File: src/rtl/ex_div_pkg.sv
`default_nettype none
// ============================================================================
// Module      : ex_div_pkg
// Description : Shared definitions for the EX-stage divider: FSM state codes,
//               start/ready encodings, the zero word and a negate helper.
// Revision    : 1.0 - initial release
// ============================================================================
package ex_div_pkg;

    // Divider FSM states (2-bit encoding)
    typedef enum logic [1:0] {
        DivFree   = 2'b00,
        DivByZero = 2'b01,
        DivOn     = 2'b10,
        DivEnd    = 2'b11
    } div_state_e;

    localparam logic        DivResultReady    = 1'b1;
    localparam logic        DivResultNotReady = 1'b0;
    localparam logic        DivStart          = 1'b1;
    localparam logic        DivStop           = 1'b0;
    localparam logic [31:0] ZeroWord          = 32'h0000_0000;

    // Two's-complement negation of a 32-bit word
    function automatic logic [31:0] neg32(input logic [31:0] v);
        return ~v + 32'd1;
    endfunction

endpackage
`default_nettype wire

File: src/rtl/ex_div.sv
`default_nettype none
// ============================================================================
// Module      : ex_div
// Description : Multi-cycle 32-bit restoring divider for DIV/DIVU. One
//               quotient bit per cycle; 33 cycles from start to ready.
// Ports       : clk, rst          - clock, async active-high reset
//               signed_div_i      - 1 = signed (DIV), 0 = unsigned (DIVU)
//               opdata1_i/2_i     - dividend / divisor, sampled with start
//               start_i, annul_i  - request (held until ready), abort
//               result_o          - {remainder, quotient}
//               ready_o           - result valid
// Revision    : 1.0 - initial release
// ============================================================================
module ex_div
    import ex_div_pkg::*;
(
    input  logic        clk,
    input  logic        rst,
    input  logic        signed_div_i,
    input  logic [31:0] opdata1_i,
    input  logic [31:0] opdata2_i,
    input  logic        start_i,
    input  logic        annul_i,
    output logic [63:0] result_o,
    output logic        ready_o
);

    div_state_e  state_q,  state_d;
    logic [31:0] dvd_q,    dvd_d;     // |dividend|, shifts into quotient
    logic [31:0] dvs_q,    dvs_d;     // |divisor|
    logic [32:0] rem_q,    rem_d;     // partial remainder
    logic [5:0]  cnt_q,    cnt_d;
    logic        sa_q,     sa_d;
    logic        sb_q,     sb_d;
    logic [63:0] result_q, result_d;
    logic        ready_q,  ready_d;

    logic [32:0] w_t;
    logic [32:0] w_diff;
    logic        w_ge;
    logic [31:0] w_quo;
    logic [31:0] w_rem;

    // Shift the next dividend bit into the partial remainder and trial-subtract.
    assign w_t    = {rem_q[31:0], dvd_q[31]};
    assign w_diff = w_t - {1'b0, dvs_q};
    // The remainder always stays below the divisor, so rem_q[32] is 0 in
    // practice; if it were set, the true trial value would exceed D anyway.
    assign w_ge   = rem_q[32] | (w_t >= {1'b0, dvs_q});

    // Quotient sign follows sa^sb; remainder sign follows the dividend.
    assign w_quo  = (sa_q ^ sb_q) ? neg32(dvd_q) : dvd_q;
    assign w_rem  = sa_q ? neg32(rem_q[31:0]) : rem_q[31:0];

    always_comb begin
        state_d  = state_q;
        dvd_d    = dvd_q;
        dvs_d    = dvs_q;
        rem_d    = rem_q;
        cnt_d    = cnt_q;
        sa_d     = sa_q;
        sb_d     = sb_q;
        result_d = result_q;
        ready_d  = ready_q;
        case (state_q)
            DivFree: begin
                // annul has priority over a simultaneous start
                if (start_i == DivStart && !annul_i) begin
                    if (opdata2_i == ZeroWord) begin
                        state_d = DivByZero;
                    end else begin
                        state_d = DivOn;
                        dvd_d   = (signed_div_i && opdata1_i[31]) ? neg32(opdata1_i) : opdata1_i;
                        dvs_d   = (signed_div_i && opdata2_i[31]) ? neg32(opdata2_i) : opdata2_i;
                        sa_d    = signed_div_i & opdata1_i[31];
                        sb_d    = signed_div_i & opdata2_i[31];
                        rem_d   = 33'd0;
                        cnt_d   = 6'd0;
                    end
                end
            end
            DivByZero: begin
                state_d  = DivEnd;
                result_d = {ZeroWord, ZeroWord};
                ready_d  = DivResultReady;
            end
            DivOn: begin
                if (annul_i) begin
                    state_d  = DivFree;
                    result_d = {ZeroWord, ZeroWord};
                    ready_d  = DivResultNotReady;
                end else if (cnt_q != 6'd32) begin
                    dvd_d = {dvd_q[30:0], w_ge};
                    rem_d = w_ge ? w_diff : w_t;
                    cnt_d = cnt_q + 6'd1;
                end else begin
                    state_d  = DivEnd;
                    result_d = {w_rem, w_quo};
                    ready_d  = DivResultReady;
                end
            end
            DivEnd: begin
                // Result is held until EX drops start after seeing ready
                if (start_i == DivStop) begin
                    state_d  = DivFree;
                    result_d = {ZeroWord, ZeroWord};
                    ready_d  = DivResultNotReady;
                end
            end
            default: begin
                state_d = DivFree;
            end
        endcase
    end

    always_ff @(posedge clk or posedge rst) begin
        if (rst) begin
            state_q  <= DivFree;
            dvd_q    <= ZeroWord;
            dvs_q    <= ZeroWord;
            rem_q    <= 33'd0;
            cnt_q    <= 6'd0;
            sa_q     <= 1'b0;
            sb_q     <= 1'b0;
            result_q <= {ZeroWord, ZeroWord};
            ready_q  <= DivResultNotReady;
        end else begin
            state_q  <= state_d;
            dvd_q    <= dvd_d;
            dvs_q    <= dvs_d;
            rem_q    <= rem_d;
            cnt_q    <= cnt_d;
            sa_q     <= sa_d;
            sb_q     <= sb_d;
            result_q <= result_d;
            ready_q  <= ready_d;
        end
    end

    assign result_o = result_q;
    assign ready_o  = ready_q;

endmodule
`default_nettype wire

File: config.mk
export PLATFORM = sky130hd
export DESIGN_NAME = ex_div
export DESIGN_NICKNAME = d
export VERILOG_FILES = /design/src/rtl/ex_div_pkg.sv /design/src/rtl/ex_div.sv
export SDC_FILE = /design/constraint.sdc
export NUM_CORES = 1
export LEC_CHECK = 0
export BUFFER_PORTS_ARGS = -buffer_cell sky130_fd_sc_hd__buf_2
export CAP_MARGIN = 20
export CORE_ASPECT_RATIO = 0.75
export CORE_MARGIN = 3
export CORE_UTILIZATION = 30
export DETAILED_ROUTE_END_ITERATION = 6
export PLACE_DENSITY = 0.44
export SLEW_MARGIN = 20
export SYNTH_ARGS = -nofsm -noshare
export SYNTH_HDL_FRONTEND = slang
export SYNTH_SLANG_ARGS = --single-unit
File: constraint.sdc
create_clock -name clk -period 6.26 [get_ports clk]
set_input_delay 0 -clock clk [delete_from_list [all_inputs] [get_ports clk]]
set_output_delay 0 -clock clk [all_outputs]
set_load 0.01 [all_outputs]
Word-level counts from Yosys, hierarchy flattened
Cells that the tools add are included.
{"block": "word_totals", "register_bits": 172, "in_bits": 69, "output_inout_bits": 65, "wordCells": 81}
{"block": "classes", "add_sub_neg": 6, "order_cmp": 1, "n_eq_ne": 10, "n_mux": 34, "bitwise": 9, "n_reduce_logical": 12}
{"cell": "32-bit 2-to-1 mux", "n": 8}
{"cell": "64-bit 2-to-1 mux", "n": 3}
{"cell": "64-bit one-hot mux with 3 select lines", "n": 1}
{"cell": "33-bit 2-to-1 mux", "n": 5}
{"cell": "32-bit by 1-bit adder with 32-bit output, second input constant", "n": 4}
{"cell": "32-bit inverter", "n": 4}
{"cell": "33-bit one-hot mux with 2 select lines", "n": 1}
{"cell": "32-bit one-hot mux with 2 select lines", "n": 1}
{"cell": "33-bit by 32-bit >= comparator with 1-bit output", "n": 1}
{"cell": "33-bit by 32-bit subtractor with 33-bit output", "n": 1}
{"cell": "32-bit logical NOT", "n": 1}
{"cell": "6-bit 2-to-1 mux", "n": 4}
{"cell": "6-bit one-hot mux with 2 select lines", "n": 1}
{"cell": "2-bit 2-to-1 mux", "n": 5}
{"cell": "2-bit != test, second input constant", "n": 5}
{"cell": "3-bit AND reduction", "n": 3}
{"cell": "2-bit one-hot mux with 4 select lines", "n": 1}
{"cell": "6-bit by 1-bit adder with 6-bit output, second input constant", "n": 1}
{"cell": "6-bit != test, second input constant", "n": 1}
{"cell": "5-bit AND reduction", "n": 1}
{"cell": "2-bit equality test, second input constant", "n": 2}
{"cell": "1-bit logical AND", "n": 3}
{"cell": "1-bit 2-to-1 mux", "n": 3}
{"cell": "3-bit != test, second input constant", "n": 1}
{"cell": "10 further kinds", "n": 11}

Logic depth before layout (Yosys ltp)
Gate-level depths: netlist (run 1).
{"block": "logic_depth", "word_depth": 6, "depth_mapped": 13, "mapped_depth_nobuf": 12}

Worst setup path before layout (run 1)
OpenSTA, ideal clock, no wires.
{"block": "synth_timing", "path_kind": "register to register", "start": "register rem_q[2]", "end": "register rem_q[27]", "setup_time_ps": 131, "t_arrival_ps": 2806, "required_time_ps": 6129, "path_slack_ps": 3323, "stages_incl_launch_ff": 12, "n_path_buf": 2, "synth_period_minus_slack_ps": 2937, "cell_sequence": "dfrtp_1 > ha_1 > nand3_1 > o21bai_1 > a2111oi_1 > nor3_1 > or3b_1 > and3_1 > clkbuf_1 > buf_2 > a32oi_1 > o21ai_0"}
{"block": "synth_via", "elab_chain_len": 6, "elab_cells_between_ends": 7, "cone_classes": "add/sub (1); order compare (1); mux (4); bitwise (1)"}
{"item": "from (decl)", "line_no": "ex_div.sv:31", "text": "logic [32:0] rem_q, rem_d;"}
{"item": "from (signal assigned)", "line_no": "ex_div.sv:131", "text": "rem_q <= rem_d;"}
{"item": "33-bit by 32-bit >= comparator with 1-bit output", "line_no": "ex_div.sv:49", "text": "assign w_ge = rem_q[32] | (w_t >= {1'b0, dvs_q});"}
{"item": "1-bit bitwise OR", "line_no": "ex_div.sv:49"}
{"item": "33-bit 2-to-1 mux *", "line_no": "ex_div.sv:94", "text": "rem_d = w_ge ? w_diff : w_t;"}
{"item": "33-bit 2-to-1 mux *", "line_no": "ex_div.sv:92", "text": "end else if (cnt_q != 6'd32) begin"}
{"item": "33-bit 2-to-1 mux *", "line_no": "ex_div.sv:88", "text": "if (annul_i) begin"}
{"item": "33-bit one-hot mux with 2 select lines *", "line_no": "ex_div.sv:65", "text": "case (state_q)"}
Mark *: on every way between the ends. The rest lies on a longest branch, timed or not. The select of a mux whose other input is x is not followed.
A chain may end at the register's enable or synchronous reset.

Worst setup path in the final report (run 1)
{"block": "layout_timing", "start": "register rem_q[19]", "end": "register rem_q[30]"}
Same word-level chain as after synthesis.

==> flow_summary_export.csv, run 1 <==
group,metric,value,unit
run_status,status,"complete, no violations",
drt,dr.pass1.iters,5,
global_route,track_usage,17.56,%
power,pwr-share-seq,31.4,%
timing,drv_slew,0,
timing,rsz0062_at_grt,"false",
critical_path,crit_path_end_kind,"flop",
final_layout,final_cells,1961,
global_route,grt_first_pass_wirelength,55.60,mm
global_route,grt_max_degree,66,
timing,max-slew-margin-rel,35.37,%
final_layout,postLayoutCoreUtil,36.96,%
floorplan,core_region_area,36260,um^2
run,cap_violations,0,
clocking,hold_buffers,54,
timing,tightest_slew,0.9695,ns
drt,wl,34.61,mm
critical_path,cp_cell_sequence,"ha_1 -> a21oi_1 -> o21ai_0 -> or3_1 -> nor3_1 -> or3b_1 -> nand3_2 -> nand2_1 -> o211ai_1",
critical_path,cp.arrival,4.01,ns
yosys,synth_edf_count,0,
drt,drt_iter0_drc,762,
power,switching_share,43.39,%
critical_path,worstPathMaxFanout,24,
drt,drc,0,
power,pwr-share-comb,47.6,%
clocking,cts.htree.levels,4,
timing,fin_crit_sh,59.34,%
floorplan,dieWidth,228.7,um
yosys,synth_area,11150,um^2
placement,post-place-ws,2.548,ns
floorplan,initial_utilization,30.76,%
final_layout,filler_cell_count,3815,
timing,layout_setup_ws,2.545,ns
yosys,syn-instance-count,1302,
global_route,grt_overflow,0,
yosys,avgSynthCellArea,8.567,um^2
drt,drtAntennaViolNets,0,
drt,via_per_inst,4.981,
clocking,cts_max_path_buffers,2,
critical_path,max_stage_delay,0.63,ns
yosys,async_flop_share,100.0,%
critical_path,crit_required,6.56,ns
yosys,synth_ff_type,"dfrtp_1",
power,switchingPower,2.177,mW
placement,routabilityCongestion,0.8773,
placement,placed_cells,1875,
global_route,antenna_found_initial,3,
power,peakVddDrop,0.2273,mV
power,leakagePower,5.995,nW
timing,hold_violations,0,
clocking,postCtsSetupRepairBufs,0,
yosys,synth_nets,1410,
yosys,ys_warn_count,0,
placement,hpwl,26.16,mm
floorplan,io_pins,134,
final_layout,multiInputGateArea,6399,um^2
critical_path,slowest_stage,"nand3_2",
power,p_clk_share,21.0,%
power,internal-power,2.841,mW
timing,holdWs,0.02644,ns
yosys,synth.distinct_cells,65,
final_layout,seq_area,4304,um^2
floorplan,num_rows,60,
final_layout,drive_gt1_share,13.59,%
critical_path,crit_type,"reg -> reg",
placement,port_buffers,133,
clocking,clk_pin_slew,0.07,ns
floorplan,die-area,39560,um^2
timing,fin_tns_setup,0,ns
clocking,clock-sinks,172,
worst_hold_path,hold_class,"in -> reg",
timing,fmax,269.2,MHz
drt,vias,9768,
clocking,numCtsBuffers,17,
final_layout,fin_nets,1560,
critical_path,worst_setup_path_start_kind,"flop",
timing,timing.final.setup_violations,0,
floorplan,die_y,173.0,um
timing,worst_clock_skew,0.01105,ns
clocking,clk_latency,0.43,ns
drt,avgRoutedWirePerCell,17.65,um
yosys,ys_seq_area_share,38.59,%
clocking,cts-resized-gates,0,
global_route,grt_pass1_vias,9462,
clocking,cts_tree,"done",
clocking,root_buffer,"clkbuf_16",
final_layout,syn2layout_area_growth,20.14,%
timing,period_needed,3.715,ns
power,power_density,374.5,nW/um^2
yosys,ys_ff_latch,172,
==> cell usage in the layout, fill, tap and decap left out, types with 4 or more instances in the layout <==
master	instances
xor2_1	92
o211ai_1	5
nand3_1	19
a21o_1	14
ha_1	38
buf_4	10
dfrtp_1	172
nor2b_1	6
nor2_1	77
a21oi_1	63
mux2i_1	24
and3_1	4
a31oi_1	11
xnor2_1	58
a22oi_1	13
a21boi_0	4
nor3_1	23
o21ai_0	167
nand2_1	183
and2_1	6
or3_1	12
or4_1	10
o21a_1	5
nor3b_1	5
clkbuf_16	17
a221o_1	17
o41ai_1	19
nor4_1	13
clkinvlp_4	4
nand4_1	13
dlygate4sd3_1	54
inv_1	55
buf_2	133
o31ai_1	27
o21ai_1	16
nand2b_1	12
or2_2	5
==> sequential cells by signal, summed over array words and instances, names as in the netlist <==
name / flops
result_o: 64
ready_o: 1
dvd_q: 32
rem_q: 33
dvs_q: 32
state_q: 2
sa_q: 1
cnt_q: 6
sb_q: 1
==> final cells by class <==
type	count	share of cell area, %
Antenna cell	1	0.01867
Clock buffer	20	3.483
Clock inverter	11	0.8310
Inverter	56	1.606
Multi-Input combinational cell	1008	47.75
Sequential cell	172	32.12
Tap cell	496	4.631
Timing Repair Buffer	197	9.561
==> through the flow <==
step / instance area, um^2 / total power [mW]
floorplan: 11150 / 3.266
global placement: 12270 / 3.930
detailed placement: 12270 / 3.928
CTS: 13390 / 5.031
global route: 13400 / 5.410
finish: 13400 / 5.018
==> final timing paths <==
check / startpoint / slack (ns) / depth (start not counted) / endpoint
setup / recovery: rem_q[19]$_DFFE_PP0P_ / 2.55 / 9 / rem_q[30]$_DFFE_PP0P_
max in group asynchronous: rst / 4.87 / 4 / result_o[42]$_DFFE_PP0P_
min in group asynchronous: rst / 0.18 / 3 / result_o[19]$_DFFE_PP0P_
hold reg to reg: result_o[35]$_DFFE_PP0P_ / 0.47 / 2 / result_o[35]$_DFFE_PP0P_
setup reg to reg: rem_q[19]$_DFFE_PP0P_ / 2.55 / 9 / rem_q[30]$_DFFE_PP0P_
hold / removal: opdata2_i[15] / 0.03 / 5 / dvs_q[15]$_DFFE_PP0P_
==> metal layers <==
metal | vias to the layer above | track usage (%) | part of all wire [%]
met5 | - | 0 | 0
met4 | 0 | 3.523 | 0.82
met3 | 17 | 2.306 | 3.7
met2 | 190 | 22.65 | 38
met1 | 4640 | 29.89 | 58
li1 | 4921 | - | -
==> kinds of logic (layout without fill, tap and decap cells) <==
| logic type | after synthesis | in the layout | share of synthesized area, % |
|---|---|---|---|
| AND/OR/NAND/NOR | 410 | 410 | 17.38 |
| AO/OA/AOI/OAI | 384 | 384 | 21.10 |
| flip-flops | 172 | 172 | 38.59 |
| XOR/XNOR | 150 | 150 | 11.78 |
| buffers and inverters | 122 | 284 | 4.464 |
| adder cells (fa/ha/maj) | 39 | 39 | 4.442 |
| multiplexers | 25 | 25 | 2.255 |
| other | 0 | 1 | 0 |
==> synthesized netlist by cell type, drive strengths merged (25+ instances only) <==
cell type | n | area share [%]
a21oi | 63 | 2.8
clkbuf | 51 | 1.7
dfrtp | 172 | 39
ha | 38 | 4.3
inv | 56 | 1.9
nand2 | 184 | 6.2
nor2 | 78 | 2.8
nor3 | 25 | 1.2
o21ai | 183 | 8.2
o31ai | 27 | 1.8
xnor2 | 58 | 4.6
xor2 | 92 | 7.2
==> worst max-delay path: cells and delay by family, from the launching register on <==
family	cells	cell delay, ns
flops	1	0.49
compound gates	3	0.52
simple gates	5	2.14
fa+ha+maj	1	0.42
==> power by group through the flow <==
stage               Clock, mW  Combinational, mW  Sequential, mW
finish                   1.05               2.39            1.58
global route             1.13               2.67            1.61
CTS                      1.09               2.37            1.57
detailed placement          0               2.34            1.59
global placement            0               2.35            1.58
floorplan                   0               1.79            1.48
No activity file was read; power rests on OpenSTA's default activity.
==> run 2: changes to the inputs <==
--- a/config.mk
+++ b/config.mk
@@ -11,7 +11,7 @@
 export CORE_MARGIN = 3
 export CORE_UTILIZATION = 30
 export DETAILED_ROUTE_END_ITERATION = 6
-export PLACE_DENSITY = 0.44
+export PLACE_DENSITY = 0.45
 export SLEW_MARGIN = 20
 export SYNTH_ARGS = -nofsm -noshare
 export SYNTH_HDL_FRONTEND = slang
==> constraint.sdc (replaced) <==
create_clock -name clk -period 3.3 [get_ports clk]
set_input_delay 0 -clock clk [delete_from_list [all_inputs] [get_ports clk]]
set_output_delay 0 -clock clk [all_outputs]
set_load 0.01 [all_outputs]
==> flow_summary_export.csv, run 2 (synthesis results as in run 1) <==
group,metric,value,unit
run_status,status,"complete, no violations",
drt,via_per_inst,4.996,
clocking,cts_tree,"done",
floorplan,io_pins,134,
critical_path,worstPathMaxFanout,50,
timing,layout_setup_ws,0.1610,ns
final_layout,syn2layout_area_growth,25.41,%
floorplan,die-area,39560,um^2
timing,max-slew-margin-rel,48.34,%
timing,drv_slew,0,
clocking,cts_max_path_buffers,2,
global_route,grt_max_degree,85,
drt,drc,0,
final_layout,filler_cell_count,3731,
drt,avgRoutedWirePerCell,17.48,um
power,power_density,725.8,nW/um^2
power,fin_total_pwr,10.15,mW
timing,timing.final.setup_violations,0,
timing,tightest_slew,0.7745,ns
critical_path,worst_r2r_startpoint,"dvs_q[16]$_DFFE_PP0P_",
drt,dr.pass1.iters,4,
critical_path,max_stage_delay,0.63,ns
critical_path,cp.arrival,3.45,ns
worst_hold_path,min_path_cells,4,
final_layout,final_cells,2019,
placement,port_buffers,133,
power,peakVddDrop,0.4500,mV
placement,routabilityCongestion,0.9037,
final_layout,layout_commonest_cell,"nand2_1",
critical_path,reg2reg_depth,10,
clocking,clock-sinks,172,
critical_path,worst_setup_path_start_kind,"primary input",
clocking,clk_latency,0.44,ns
clocking,numCtsBuffers,17,
global_route,grt_pass1_vias,9639,
timing,fin_crit_sh,95.12,%
floorplan,dieWidth,228.7,um
floorplan,initial_utilization,30.76,%
critical_path,critical_path_buf_inv_count,4,
timing,fin_tns_setup,0,ns
clocking,clk_pin_slew,0.07,ns
drt,wl,35.30,mm
floorplan,core_region_area,36260,um^2
timing,holdWs,0.02727,ns
critical_path,cp_cell_sequence,"dlygate4sd3_1 -> buf_2 -> or4_4 -> nor4b_4 -> nand4_1 -> or4_4 -> and3_4 -> buf_12 -> nand3_1 -> dlygate4sd3_1 -> o21ai_0",
final_layout,drive_gt1_share,16.55,%
global_route,grt_first_pass_wirelength,56.16,mm
critical_path,crit_path_end_kind,"flop",
global_route,grt_overflow,0,
clocking,root_buffer,"clkbuf_16",
floorplan,die_y,173.0,um
critical_path,critPathTopFamily,"simple AND/OR/NAND/NOR gates",
placement,placed_cells,1927,
worst_hold_path,hold_class,"in -> reg",
final_layout,fin_nets,1619,
worst_hold_path,min-delay-start,"opdata1_i[22]",
critical_path,r2r_setup_slack,0.17,ns
timing,period_needed,3.139,ns
global_route,track_usage,17.79,%
critical_path,crit_required,3.61,ns
critical_path,slowest_stage,"or4_4",
worst_hold_path,hold_end,"dvd_q[22]$_DFFE_PP0P_",
timing,fmax,318.6,MHz
final_layout,layout_common_cells,"183 x nand2_1, 172 x dfrtp_1, 167 x o21ai_0, 133 x buf_2, 92 x xor2_1",
final_layout,largest_reg_flops,64,
run,cap_violations,0,
timing,worst_clock_skew,0.01558,ns
final_layout,antenna_cells,0,
drt,drtAntennaViolNets,0,
clocking,cts.htree.levels,4,
drt,drt_iter0_drc,703,
timing,rsz0062_at_grt,"false",
critical_path,r2r_end,"rem_q[1]$_DFFE_PP0P_",
power,leakagePower,6.325,nW
drt,vias,10087,
placement,post-place-ws,0.1935,ns
floorplan,num_rows,60,
placement,hpwl,27.02,mm
timing,hold_violations,0,
critical_path,crit_type,"in -> reg",
global_route,antenna_found_initial,1,
-- run 2: changes by cell type in the layout (fill, tap and decap cells not counted), sizes merged --
cell	previous run	this run
dlygate4sd3	54	60
buf	143	196
clkbuf	20	21
bufinv	1	4
diode	1	0
clkinvlp	4	3
inv	59	56
-- run 2: how the worst max path moves through the flow --
stage,from,cells after the start,slack (ns),to
floorplan,rem_q[2]$_DFFE_PP0P_,11,0.36,rem_q[27]$_DFFE_PP0P_
global placement,rem_q[5]$_DFFE_PP0P_,9,0.20,rem_q[28]$_DFFE_PP0P_
detailed placement,dvd_q[2]$_DFFE_PP0P_,8,0.19,result_o[31]$_DFFE_PP0P_
CTS,opdata2_i[14],11,0.03,dvs_q[31]$_DFFE_PP0P_
global route,rem_q[1]$_DFFE_PP0P_,11,0.01,rem_q[2]$_DFFE_PP0P_
finish,opdata2_i[14],11,0.16,dvs_q[31]$_DFFE_PP0P_
-- run 2: where the power goes --
part / leakage (nW) / switching, mW / total [mW] / internal, mW
sequential: 2.26 / 0.404 / 2.85 / 2.45
combinational: 3.76 / 2.94 / 5.09 / 2.16
clock: 0.306 / 0.883 / 2.21 / 1.33
-- run 2: layout make-up --
cell class | instances | area [um^2] | area share [%]
inverters | 56 | 214.0 | 1.530
multi-input cells | 1008 | 6411 | 45.83
clock buffers | 21 | 470.5 | 3.363
well taps | 496 | 620.6 | 4.436
flip-flops and latches | 172 | 4304 | 30.77
repair buffers | 256 | 1805 | 12.91
clock inverters | 10 | 162.7 | 1.163
-- run 2: worst min-delay path, cell delays in order --
cell	delay, ns
buf_2	0.12
xnor2_1	0.09
nor2_1	0.10
a221o_1	0.11
-- run 2: repair_timing --
item | 4_1_cts | 5_1_grt
gates resized for setup | 0 | 10
endpoints found under the setup margin | 0 | 26
buffers inserted | 0 | 1
hold endpoints to repair | 80 | 0
hold buffers | 60 | 0
-- run 2: per-layer routing --
| metal | GRT usage, % | vias to the layer above | share of wire (%) |
|---|---|---|---|
| li1 | - | 5046 | - |
| met1 | 29.80 | 4782 | 57 |
| met2 | 22.47 | 233 | 37 |
| met3 | 3.294 | 24 | 4.9 |
| met4 | 4.206 | 2 | 1.3 |
| met5 | 0 | - | 0.037 |
-- run 2: through the flow --
stage                     cell area [um^2]  util, %
after floorplan                      11160        -
after global placement               12700    35.02
after detailed placement             12700    35.02
after CTS                            13930    38.43
after global routing                 13990    38.58
final                                13990    38.58
==> run 3: changes to the inputs <==
--- a/config.mk
+++ b/config.mk
@@ -11,8 +11,7 @@
 export CORE_MARGIN = 3
 export CORE_UTILIZATION = 30
 export DETAILED_ROUTE_END_ITERATION = 6
-export PLACE_DENSITY = 0.45
-export SLEW_MARGIN = 20
+export HOLD_SLACK_MARGIN = 0.05
 export SYNTH_ARGS = -nofsm -noshare
 export SYNTH_HDL_FRONTEND = slang
 export SYNTH_SLANG_ARGS = --single-unit
==> flow_summary_export.csv, run 3 (synthesis results as in run 1) <==
group,metric,value,unit
timing,max-slew-margin-rel,31.61,%
final_layout,drive_gt1_share,15.99,%
critical_path,r2r_end,"result_o[31]$_DFFE_PP0P_",
clocking,clock-sinks,172,
final_layout,layout_common_cells,"183 x nand2_1, 172 x dfrtp_1, 165 x o21ai_0, 133 x buf_2, 92 x xor2_1",
global_route,grt_pass1_vias,9691,
timing,layout_setup_ws,0.1607,ns
timing,drv_slew,0,
floorplan,num_rows,60,
timing,worst_clock_skew,0.01943,ns
timing,timing.final.setup_violations,0,
placement,port_buffers,133,
worst_hold_path,hold_class,"in -> reg",
placement,placed_cells,1914,
worst_hold_path,min_path_cells,4,
floorplan,die_y,173.0,um
timing,fin_crit_sh,95.13,%
drt,drt_iter0_drc,847,
power,leakagePower,6.302,nW
final_layout,fin_nets,1621,
critical_path,crit_required,3.61,ns
placement,routabilityCongestion,0.9467,
global_route,grt_max_degree,173,
floorplan,dieWidth,228.7,um
global_route,track_usage,17.07,%
final_layout,postLayoutCoreUtil,38.62,%
power,power_density,713.7,nW/um^2
drt,vias,10262,
final_layout,final_cells,2023,
critical_path,worst_setup_path_start_kind,"primary input",
floorplan,io_pins,134,
final_layout,layout_commonest_cell,"nand2_1",
global_route,grt_first_pass_wirelength,54.72,mm
drt,drc,0,
placement,post-place-ws,-0.1160,ns
run_status,status,"complete, no violations",
timing,rsz0062_at_grt,"false",
final_layout,syn2layout_area_growth,25.53,%
worst_hold_path,min-delay-start,"opdata1_i[17]",
power,peakVddDrop,0.4246,mV
critical_path,r2r_setup_slack,0.21,ns
clocking,clk_latency,0.44,ns
critical_path,worst_r2r_startpoint,"dvd_q[2]$_DFFE_PP0P_",
floorplan,core_region_area,36260,um^2
drt,drtAntennaViolNets,0,
final_layout,largest_reg_flops,64,
clocking,cts_max_path_buffers,2,
worst_hold_path,hold_end,"dvd_q[17]$_DFFE_PP0P_",
floorplan,initial_utilization,30.76,%
placement,hpwl,25.56,mm
timing,period_needed,3.139,ns
timing,hold_violations,0,
timing,fmax,318.5,MHz
drt,avgRoutedWirePerCell,16.84,um
critical_path,reg2reg_depth,8,
global_route,grt_overflow,0,
clocking,cts_tree,"done",
clocking,clk_pin_slew,0.08,ns
final_layout,filler_cell_count,3674,
drt,wl,34.06,mm
floorplan,die-area,39560,um^2
clocking,root_buffer,"clkbuf_16",
clocking,cts.htree.levels,4,
run,cap_violations,0,
critical_path,crit_type,"in -> reg",
drt,dr.pass1.iters,5,
critical_path,crit_path_end_kind,"flop",
clocking,numCtsBuffers,17,
timing,tightest_slew,1.026,ns
critical_path,worstPathMaxFanout,50,
global_route,antenna_found_initial,1,
drt,via_per_inst,5.073,
critical_path,cp.arrival,3.45,ns
run 3: changes by cell type in the layout (fill, tap and decap cells not counted), sizes merged:
cell	change
diode	+1
clkinvlp	-2
clkbuf	-4
inv	+8
clkinv	+3
buf	-12
dlygate4sd3	+14
bufinv	-4
run 3: worst max-delay path, stage by stage:
cell and delay, ns:
dlygate4sd3_1 0.52, buf_2 0.15, or4_4 0.55, nor4b_4 0.29, nand4_1 0.19, or4_4 0.52, and3_2 0.28, buf_6 0.22
nand3_1 0.11, dlygate4sd3_1 0.54, o21ai_0 0.07
run 3: area by class of cell:
type / count / area (um^2) / area share, %
Tap cell: 496 / 620.6 / 4.432
Inverter: 56 / 214.0 / 1.528
Clock inverter: 15 / 198.9 / 1.421
Timing Repair Buffer: 258 / 1818 / 12.98
Clock buffer: 17 / 425.4 / 3.038
Antenna cell: 1 / 2.502 / 0.01787
Sequential cell: 172 / 4304 / 30.74
Multi-Input combinational cell: 1008 / 6419 / 45.84
run 3: worst max-delay path by stage:
| stage | start | end | slack, ns | cells after the start |
|---|---|---|---|---|
| final | opdata2_i[13] | dvs_q[31]$_DFFE_PP0P_ | 0.16 | 11 |
| after global placement | dvd_q[2]$_DFFE_PP0P_ | result_o[31]$_DFFE_PP0P_ | -0.15 | 8 |
| after floorplan | rem_q[2]$_DFFE_PP0P_ | rem_q[27]$_DFFE_PP0P_ | 0.36 | 11 |
| after CTS | opdata2_i[8] | dvs_q[31]$_DFFE_PP0P_ | 0.009 | 11 |
| after global routing | rem_q[5]$_DFFE_PP0P_ | rem_q[27]$_DFFE_PP0P_ | 0.01 | 10 |
| after detailed placement | dvd_q[2]$_DFFE_PP0P_ | result_o[31]$_DFFE_PP0P_ | -0.12 | 8 |
run 3: power by group:
group / leakage [nW] / internal, mW / switching [mW]
registers: 2.26 / 2.44 / 0.451
logic: 3.74 / 2.11 / 2.85
clock network: 0.302 / 1.05 / 1.09
run 3: per-stage QoR:
step           power (mW)  setup TNS [ns]  instance area (um^2)  hold WS, ns
3_5_place_dp        7.680         -0.1160                 12580       0.2942
3_3_place_gp        7.629         -0.1532                 12580       0.2891
5_1_grt             10.73               0                 14000      0.08326
6_report            9.993               0                 14000      0.07845
2_1_floorplan       6.197               0                 11160       0.1080
4_1_cts             9.936               0                 13940      0.06061
run 3: what timing repair did:
item / CTS / global route
gates cloned: 0 / 0
hold buffers: 74 / 0
endpoints found under the hold margin: 234 / 0
gates resized for setup: 1 / 9
pin swaps: 0 / 2
setup endpoints to repair: 1 / 35
buffers inserted: 0 / 2
run 3: layer usage:
layer	vias to the layer above	global-route usage [%]	part of all wire (%)
met5	-	0	0
met1	4842	27.48	54
li1	5051	-	-
met2	335	22.30	38
met4	0	3.864	1.3
met3	34	4.134	7.2
